File: config.mk
export PLATFORM = sky130hd
export DESIGN_NAME = json_cmd_rx_parser
export DESIGN_NICKNAME = d
export VERILOG_FILES = /design/src/rtl/json_uart_pkg.sv /design/src/rtl/json_num_acc.sv /design/src/rtl/json_cmd_rx_parser.sv
export SDC_FILE = /design/constraint.sdc
export NUM_CORES = 1
export LEC_CHECK = 0
export BUFFER_PORTS_ARGS = -buffer_cell sky130_fd_sc_hd__buf_4
export CAP_MARGIN = 20
export CORE_MARGIN = 2
export CORE_UTILIZATION = 50
export DETAILED_ROUTE_END_ITERATION = 16
export HOLD_SLACK_MARGIN = 0.12
export PLACE_DENSITY = 0.79
export SETUP_SLACK_MARGIN = 0.2
export SYNTH_ARGS = -nofsm -noshare
export SYNTH_HDL_FRONTEND = slang
export SYNTH_SLANG_ARGS = --single-unit
File: constraint.sdc
create_clock -name clk -period 10.5 [get_ports clk]
set_clock_uncertainty 0.1 [all_clocks]
set_input_delay 1.575 -clock clk [delete_from_list [all_inputs] [get_ports clk]]
set_output_delay 1.575 -clock clk [all_outputs]
set_load 0.005 [all_outputs]
File: src/rtl/json_uart_pkg.sv
// Shared definitions for the JSON-over-UART command link (transmitter and
// receive parser): ASCII framing characters, the receive parser state
// encoding, key indices and small byte-classification helpers.
package json_uart_pkg;

    localparam logic [7:0] LBRACE = 8'h7B;
    localparam logic [7:0] RBRACE = 8'h7D;
    localparam logic [7:0] QUOTE  = 8'h22;
    localparam logic [7:0] COLON  = 8'h3A;
    localparam logic [7:0] COMMA  = 8'h2C;
    localparam logic [7:0] MINUS  = 8'h2D;
    localparam logic [7:0] DOT    = 8'h2E;
    localparam logic [7:0] CR     = 8'h0D;
    localparam logic [7:0] LF     = 8'h0A;
    localparam logic [7:0] SPACE  = 8'h20;

    typedef enum logic [3:0] {
        ST_IDLE,
        ST_KEY_OPEN,
        ST_KEY_CHAR,
        ST_KEY_CLOSE,
        ST_COLON,
        ST_VAL_SIGN,
        ST_VAL_INT,
        ST_VAL_FRAC,
        ST_EOL,
        ST_ERR
    } parse_state_e;

    typedef enum logic [1:0] {
        KEY_T,
        KEY_L,
        KEY_R,
        KEY_OTHER
    } key_idx_e;

    function automatic logic is_digit(input logic [7:0] b);
        return (b >= 8'h30) && (b <= 8'h39);
    endfunction

    function automatic key_idx_e decode_key(input logic [7:0] c);
        case (c)
            8'h54:   return KEY_T;
            8'h4C:   return KEY_L;
            8'h52:   return KEY_R;
            default: return KEY_OTHER;
        endcase
    endfunction

endpackage

File: src/rtl/json_num_acc.sv
// Decimal number accumulator for one JSON value.
// Collects an optional sign, up to MAX_INT_DIGITS integer digits and up to two
// fractional digits, and presents the value scaled to hundredths.
// Ports:
//   clk, rst      clock, asynchronous active-high reset
//   clr           start a new value (clears sign, digits and counters)
//   set_neg       mark the value negative
//   int_digit     strobe: 'digit' is an integer digit
//   frac_digit    strobe: 'digit' is a fractional digit
//   digit         BCD digit value
//   int_full      overflow flag: another integer digit would exceed MAX_INT_DIGITS
//   has_int       at least one integer digit has been seen
//   value         signed value in hundredths
//   int_part      integer part only, truncated to 8 bits
module json_num_acc #(
    parameter int VAL_W          = 16,
    parameter int MAX_INT_DIGITS = 2
) (
    input  logic                    clk,
    input  logic                    rst,
    input  logic                    clr,
    input  logic                    set_neg,
    input  logic                    int_digit,
    input  logic                    frac_digit,
    input  logic [3:0]              digit,
    output logic                    int_full,
    output logic                    has_int,
    output logic signed [VAL_W-1:0] value,
    output logic [7:0]              int_part
);

    localparam int CNT_W = $clog2(MAX_INT_DIGITS + 1);

    logic [VAL_W-1:0] acc_q, acc_d;
    logic [7:0]       int_q, int_d;
    logic             neg_q, neg_d;
    logic [CNT_W-1:0] int_cnt_q, int_cnt_d;
    logic [1:0]       frac_cnt_q, frac_cnt_d;

    function automatic logic [VAL_W-1:0] mac10(input logic [VAL_W-1:0] a,
                                               input logic [3:0]       d);
        return (a * VAL_W'(10)) + {{(VAL_W-4){1'b0}}, d};
    endfunction

    // Bring the digit string to hundredths, then apply the sign ("-0" stays 0).
    function automatic logic signed [VAL_W-1:0] scale_sign(input logic [VAL_W-1:0] a,
                                                           input logic [1:0]       f,
                                                           input logic             n);
        logic signed [VAL_W-1:0] m;
        case (f)
            2'd0:    m = signed'(a * VAL_W'(100));
            2'd1:    m = signed'(a * VAL_W'(10));
            default: m = signed'(a);
        endcase
        return n ? -m : m;
    endfunction

    assign int_full = (int_cnt_q == CNT_W'(MAX_INT_DIGITS));
    assign has_int  = (int_cnt_q != '0);
    assign value    = scale_sign(acc_q, frac_cnt_q, neg_q);
    assign int_part = int_q;

    always_comb begin
        acc_d      = acc_q;
        int_d      = int_q;
        neg_d      = neg_q;
        int_cnt_d  = int_cnt_q;
        frac_cnt_d = frac_cnt_q;
        if (clr) begin
            acc_d      = '0;
            int_d      = '0;
            neg_d      = 1'b0;
            int_cnt_d  = '0;
            frac_cnt_d = '0;
        end else begin
            if (set_neg) begin
                neg_d = 1'b1;
            end
            if (int_digit && !int_full) begin
                acc_d     = mac10(acc_q, digit);
                int_d     = (int_q * 8'd10) + {4'd0, digit};
                int_cnt_d = int_cnt_q + CNT_W'(1);
            end
            // Fraction digits beyond hundredths are truncated.
            if (frac_digit && (frac_cnt_q != 2'd2)) begin
                acc_d      = mac10(acc_q, digit);
                frac_cnt_d = frac_cnt_q + 2'd1;
            end
        end
    end

    always_ff @(posedge clk or posedge rst) begin
        if (rst) begin
            acc_q      <= '0;
            int_q      <= '0;
            neg_q      <= 1'b0;
            int_cnt_q  <= '0;
            frac_cnt_q <= '0;
        end else begin
            acc_q      <= acc_d;
            int_q      <= int_d;
            neg_q      <= neg_d;
            int_cnt_q  <= int_cnt_d;
            frac_cnt_q <= frac_cnt_d;
        end
    end

endmodule

File: src/rtl/json_cmd_rx_parser.sv
// Byte-serial parser for JSON feedback frames such as
//   {"T":1,"L":-0.25,"R":0.25}\n
// Values are held in shadow registers while the frame is parsed and are
// published together only when the terminating '\n' arrives on a well-formed
// frame. Malformed or stalled frames are discarded with a frame_error pulse.
// Ports:
//   clk, rst     clock, asynchronous active-high reset
//   rx_data      byte from uart_rx
//   rx_valid     one-cycle byte strobe
//   rx_ready     parser can accept a byte (every byte is consumed on arrival)
//   cmd_type     committed "T" value (integer part, 8 bits)
//   left_val     committed "L" value, signed hundredths
//   right_val    committed "R" value, signed hundredths
//   field_mask   {T,L,R} keys present in the last committed frame
//   frame_valid  one-cycle pulse when the committed outputs update
//   frame_error  one-cycle pulse on a malformed or timed-out frame
module json_cmd_rx_parser
    import json_uart_pkg::*;
#(
    parameter int VAL_W          = 16,
    parameter int MAX_INT_DIGITS = 2,
    parameter int TIMEOUT_CLKS   = 500_000
) (
    input  logic                    clk,
    input  logic                    rst,
    input  logic [7:0]              rx_data,
    input  logic                    rx_valid,
    output logic                    rx_ready,
    output logic [7:0]              cmd_type,
    output logic signed [VAL_W-1:0] left_val,
    output logic signed [VAL_W-1:0] right_val,
    output logic [2:0]              field_mask,
    output logic                    frame_valid,
    output logic                    frame_error
);

    localparam int GAP_W = $clog2(TIMEOUT_CLKS + 1);

    parse_state_e            state_q, state_d;
    key_idx_e                key_q, key_d;
    logic [7:0]              sh_t_q, sh_t_d;
    logic signed [VAL_W-1:0] sh_l_q, sh_l_d;
    logic signed [VAL_W-1:0] sh_r_q, sh_r_d;
    logic [2:0]              sh_mask_q, sh_mask_d;
    logic [7:0]              cmd_q, cmd_d;
    logic signed [VAL_W-1:0] left_q, left_d;
    logic signed [VAL_W-1:0] right_q, right_d;
    logic [2:0]              mask_q, mask_d;
    logic                    fv_q, fv_d;
    logic                    fe_q, fe_d;
    logic [GAP_W-1:0]        gap_q, gap_d;

    logic                    acc_clr, acc_neg, acc_int, acc_frac;
    logic                    acc_full, acc_has_int;
    logic signed [VAL_W-1:0] acc_value;
    logic [7:0]              acc_int_part;

    logic do_store, do_commit, do_err;
    logic byte_dig;

    json_num_acc #(
        .VAL_W          (VAL_W),
        .MAX_INT_DIGITS (MAX_INT_DIGITS)
    ) u_num_acc (
        .clk        (clk),
        .rst        (rst),
        .clr        (acc_clr),
        .set_neg    (acc_neg),
        .int_digit  (acc_int),
        .frac_digit (acc_frac),
        .digit      (rx_data[3:0]),
        .int_full   (acc_full),
        .has_int    (acc_has_int),
        .value      (acc_value),
        .int_part   (acc_int_part)
    );

    assign byte_dig = is_digit(rx_data);

    always_comb begin
        state_d   = state_q;
        key_d     = key_q;
        sh_t_d    = sh_t_q;
        sh_l_d    = sh_l_q;
        sh_r_d    = sh_r_q;
        sh_mask_d = sh_mask_q;
        cmd_d     = cmd_q;
        left_d    = left_q;
        right_d   = right_q;
        mask_d    = mask_q;
        fv_d      = 1'b0;
        fe_d      = 1'b0;
        acc_clr   = 1'b0;
        acc_neg   = 1'b0;
        acc_int   = 1'b0;
        acc_frac  = 1'b0;
        do_store  = 1'b0;
        do_commit = 1'b0;
        do_err    = 1'b0;

        // Inter-byte gap only matters while a frame is in progress.
        gap_d = (rx_valid || (state_q == ST_IDLE)) ? '0 : gap_q + GAP_W'(1);

        if (rx_valid) begin
            // Spaces are insignificant everywhere except as the key character.
            if (!((rx_data == SPACE) && (state_q != ST_KEY_CHAR))) begin
                if ((rx_data == LF) &&
                    !(state_q inside {ST_IDLE, ST_EOL, ST_ERR})) begin
                    // Truncated frame: there is nothing left to skip, so go
                    // straight back to hunting for '{'.
                    state_d   = ST_IDLE;
                    fe_d      = 1'b1;
                    sh_mask_d = '0;
                end else begin
                    unique case (state_q)
                        ST_IDLE: begin
                            if (rx_data == LBRACE) begin
                                state_d   = ST_KEY_OPEN;
                                sh_mask_d = '0;
                            end
                        end
                        ST_KEY_OPEN: begin
                            if (rx_data == QUOTE)       state_d = ST_KEY_CHAR;
                            else if (rx_data == RBRACE) state_d = ST_EOL;
                            else                        do_err  = 1'b1;
                        end
                        ST_KEY_CHAR: begin
                            key_d   = decode_key(rx_data);
                            state_d = ST_KEY_CLOSE;
                        end
                        ST_KEY_CLOSE: begin
                            if (rx_data == QUOTE) state_d = ST_COLON;
                            else                  do_err  = 1'b1;
                        end
                        ST_COLON: begin
                            if (rx_data == COLON) begin
                                state_d = ST_VAL_SIGN;
                                acc_clr = 1'b1;
                            end else begin
                                do_err = 1'b1;
                            end
                        end
                        ST_VAL_SIGN: begin
                            if (rx_data == MINUS) begin
                                acc_neg = 1'b1;
                                state_d = ST_VAL_INT;
                            end else if (byte_dig) begin
                                acc_int = 1'b1;
                                state_d = ST_VAL_INT;
                            end else begin
                                do_err = 1'b1;
                            end
                        end
                        ST_VAL_INT: begin
                            if (byte_dig) begin
                                if (acc_full) do_err  = 1'b1;
                                else          acc_int = 1'b1;
                            end else if ((rx_data == DOT) && acc_has_int) begin
                                state_d = ST_VAL_FRAC;
                            end else if (((rx_data == COMMA) || (rx_data == RBRACE)) &&
                                         acc_has_int) begin
                                do_store = 1'b1;
                                state_d  = (rx_data == COMMA) ? ST_KEY_OPEN : ST_EOL;
                            end else begin
                                do_err = 1'b1;
                            end
                        end
                        ST_VAL_FRAC: begin
                            if (byte_dig) begin
                                acc_frac = 1'b1;
                            end else if ((rx_data == COMMA) || (rx_data == RBRACE)) begin
                                do_store = 1'b1;
                                state_d  = (rx_data == COMMA) ? ST_KEY_OPEN : ST_EOL;
                            end else begin
                                do_err = 1'b1;
                            end
                        end
                        ST_EOL: begin
                            if (rx_data == LF) begin
                                do_commit = 1'b1;
                                state_d   = ST_IDLE;
                            end else if (rx_data != CR) begin
                                do_err = 1'b1;
                            end
                        end
                        ST_ERR: begin
                            if (rx_data == LF) state_d = ST_IDLE;
                        end
                        default: state_d = ST_IDLE;
                    endcase
                end
            end
        end else if ((state_q != ST_IDLE) && (gap_q == GAP_W'(TIMEOUT_CLKS - 1))) begin
            state_d   = ST_IDLE;
            fe_d      = 1'b1;
            sh_mask_d = '0;
        end

        // A repeated key simply overwrites its shadow: last occurrence wins.
        if (do_store) begin
            case (key_q)
                KEY_T: begin
                    sh_t_d       = acc_int_part;
                    sh_mask_d[2] = 1'b1;
                end
                KEY_L: begin
                    sh_l_d       = acc_value;
                    sh_mask_d[1] = 1'b1;
                end
                KEY_R: begin
                    sh_r_d       = acc_value;
                    sh_mask_d[0] = 1'b1;
                end
                default: ;
            endcase
        end

        if (do_err) begin
            state_d   = ST_ERR;
            fe_d      = 1'b1;
            sh_mask_d = '0;
        end

        // Absent keys keep their previously committed value.
        if (do_commit) begin
            if (sh_mask_q[2]) cmd_d   = sh_t_q;
            if (sh_mask_q[1]) left_d  = sh_l_q;
            if (sh_mask_q[0]) right_d = sh_r_q;
            mask_d = sh_mask_q;
            fv_d   = 1'b1;
        end
    end

    always_ff @(posedge clk or posedge rst) begin
        if (rst) begin
            state_q   <= ST_IDLE;
            key_q     <= KEY_OTHER;
            sh_t_q    <= '0;
            sh_l_q    <= '0;
            sh_r_q    <= '0;
            sh_mask_q <= '0;
            cmd_q     <= '0;
            left_q    <= '0;
            right_q   <= '0;
            mask_q    <= '0;
            fv_q      <= 1'b0;
            fe_q      <= 1'b0;
            gap_q     <= '0;
        end else begin
            state_q   <= state_d;
            key_q     <= key_d;
            sh_t_q    <= sh_t_d;
            sh_l_q    <= sh_l_d;
            sh_r_q    <= sh_r_d;
            sh_mask_q <= sh_mask_d;
            cmd_q     <= cmd_d;
            left_q    <= left_d;
            right_q   <= right_d;
            mask_q    <= mask_d;
            fv_q      <= fv_d;
            fe_q      <= fe_d;
            gap_q     <= gap_d;
        end
    end

    assign rx_ready    = ~rst;
    assign cmd_type    = cmd_q;
    assign left_val    = left_q;
    assign right_val   = right_q;
    assign field_mask  = mask_q;
    assign frame_valid = fv_q;
    assign frame_error = fe_q;

endmodule

==> flow_metrics.tcl <==
set metrics [dict create \
    layout_setup_ws_ns 5.97 \
    dp_slack_ns 5.55 \
    drive_above_1_share_pct 17.5 \
    clkLatencyLatePin_ns 0.42 \
    vias_per_cell 5.81 \
    cp_max_fo 10 \
    worstHoldStart "gap_q[0]" \
    end_kind "flop" \
    hold_slack_ns 0.375 \
    hold_viol 0 \
    die_x_um 138 \
    port_buffers 56 \
    arrival_ns 4.74 \
    fp.coreArea_sq_um 17800 \
    mostFrequentLayoutCell "dfrtp_1" \
    leakage_nw 5.07 \
    grt_max_degree 76 \
    post_cts_resized 0 \
    cap_violations 0 \
    cp.required_ns 10.71 \
    synth_area_sq_um 9040 \
    critPathKind "flop to flop" \
    ys.flop_type "dfrtp_1" \
    fin_nets 1056 \
    ctsHoldBuffers 0 \
    drc 0 \
    ys_seq_area_share_pct 39.3 \
    cts_max_level 4 \
    pin_count 57 \
    synth_edf_count 0 \
    dp_hpwl_um 14800 \
    r2r-start "u_num_acc.acc_q[1]" \
    ff2ff_path_depth 13 \
    ys_seq_elements 142 \
    p_per_area_nw_per_um2 135 \
    gp_congestion 0.956 \
    tightest_slew_ns 1.07 \
    avgSynthCellArea_sq_um 9.82 \
    slew_violations 0 \
    clock-root-buffer "clkbuf_16" \
    fp.dieH_um 138 \
    routedWlPerCell_um 17.3 \
    holdPathStages 1 \
    cts_buffers 17 \
    first_pass_iters 6 \
    totalWireLength_um 20800 \
    slew_headroom_pct 28.6 \
    drtIter0Drc 472 \
    yosysTopAreaCell "dfrtp_1" \
    dr_total_vias 6995 \
    min_period_ns 4.53 \
    mostFrequentLayoutCells "dfrtp_1, nand2_1, ha_1" \
    antennaDiodeCount 0 \
    gr-usage-all-layers_pct 22.2 \
    numClockSinks 142 \
    grt_pass1_vias 6917 \
    r2r_slack_ns 5.97 \
    rsz0062_at_grt "false" \
    finalSetupViolCount 0 \
    synth_cell_types 70 \
    overflow 0 \
    clk_pin_slew_worst_paths_ns 0.06 \
    cts_tree "done" \
    post-cts-setup-buffer-count 0 \
    period_share_pct 43.1 \
    synth_warnings 0 \
    ant_nets 0 \
    cts_buffer_depth 2 \
    row_count 49 \
    synth_top_area_share_pct 38.7 \
    critPathLaunchType "flop" \
    dieArea_sq_um 19200 \
    syn_nets 1016 \
    fmax_mhz 221 \
    antenna_found_initial 0 \
    r2r-end "sh_r_q[15]" \
    synthTopCellsByArea "dfrtp_1, ha_1, mux2_2" \
    hold_path_end "gap_q[0]" \
    final.setup.tns_ns 0 \
    min_path_type "flop to flop" \
    postSynthCellCount 921 \
    outcome "finished clean" \
    vdd.ir_drop.worst_uv 117 \
    initial_utilization_pct 50.7 \
    grt_pass1_wl_um 34800 \
    syn_to_final_growth_pct 13.8 \
    fillers 1484 \
    fin_util_pct 57.7 \
    synthArstFlopShare_pct 100 \
]
==> critical path: stages, from the launching register on <==
cell	delay [ns]
dfrtp_1	0.53
ha_1	0.36
ha_1	0.19
inv_1	0.07
fa_1	0.41
nor2b_1	0.21
o21ai_0	0.18
a311oi_1	0.66
o21ai_0	0.32
nor3_1	0.30
nand4_1	0.19
o41ai_1	0.46
xor2_1	0.13
mux2_2	0.28
==> through the flow <==
| stage | power [mW] | cell area (sq um) | instances |
|---|---|---|---|
| 6_report | 1.39 | 10300 | 1203 |
| 5_1_grt | 1.44 | 10300 | 1203 |
| 4_1_cts | 1.39 | 10300 | 1202 |
| 3_5_place_dp | 0.710 | 9610 | 1170 |
| 3_3_place_gp | 0.709 | 9610 | 1170 |
| 2_1_floorplan | 0.677 | 9040 | 921 |
==> per-layer routing <==
layer / track usage [%] / part of all wire, %
met1: 30.1 / 45
met2: 36.5 / 48
met3: 4.02 / 4.7
met4: 6.82 / 2.0
met5: 0 / 0
==> cells in the mapped netlist, drive strengths merged (6+ instances only) <==
library cell	instances
a211oi	6
a21o	11
a21oi	40
a22o	8
and2	8
and3	8
buf	7
clkbuf	30
dfrtp	140
fa	12
ha	72
inv	56
mux2	69
nand2	95
nand2b	9
nand3	24
nand3b	7
nor2	64
nor3	12
nor4	9
o21a	6
o21ai	54
o31ai	18
or3	8
xnor2	41
xor2	32
==> registers in the layout (all words and copies together), names as in the netlist, 3 cells and up <==
name	cells
gap_q	19
left_val	16
sh_t_q	8
sh_mask_q	3
cmd_type	8
state_q	4
sh_r_q	16
right_val	16
field_mask	3
sh_l_q	16
u_num_acc.int_part	8
u_num_acc.acc_q	16
==> logic make-up after synthesis <==
logic type               synth area share (%)
flip-flops                               39.3
AND/OR/NAND/NOR                          14.9
adder cells (fa/ha/maj)                  12.6
buffers and inverters                    4.04
multiplexers                             9.02
AO/OA/AOI/OAI                            13.0
XOR/XNOR                                 7.07
==> power breakdown <==
part | leakage [nW] | switching, mW | total (mW) | internal, mW
clock | 0.329 | 0.228 | 0.686 | 0.459
combinational | 2.81 | 0.0807 | 0.124 | 0.0433
sequential | 1.93 | 0.0225 | 0.579 | 0.557
total | 5.07 | 0.331 | 1.39 | 1.06
==> worst max path at each step <==
stage | from | cells past startpoint | to
final | u_num_acc.acc_q[1] | 13 | sh_r_q[15]
after global routing | u_num_acc.acc_q[1] | 13 | sh_r_q[15]
after CTS | rx_data[4] | 9 | u_num_acc.acc_q[0]
after detailed placement | rx_data[4] | 9 | u_num_acc.acc_q[0]
after global placement | rx_data[4] | 9 | u_num_acc.acc_q[0]
after floorplan | rst | 1 | rx_ready
==> cell type report <==
cell class	instances	area, sq um	area share [%]
tap	229	287	2.78
clock inverter	10	208	2.02
inverter	57	219	2.13
sequential	142	3560	34.5
multi-input combinational	685	5120	49.7
timing repair buffer	58	439	4.27
clock buffer	22	464	4.51
Power figures use the tool's default switching activity.
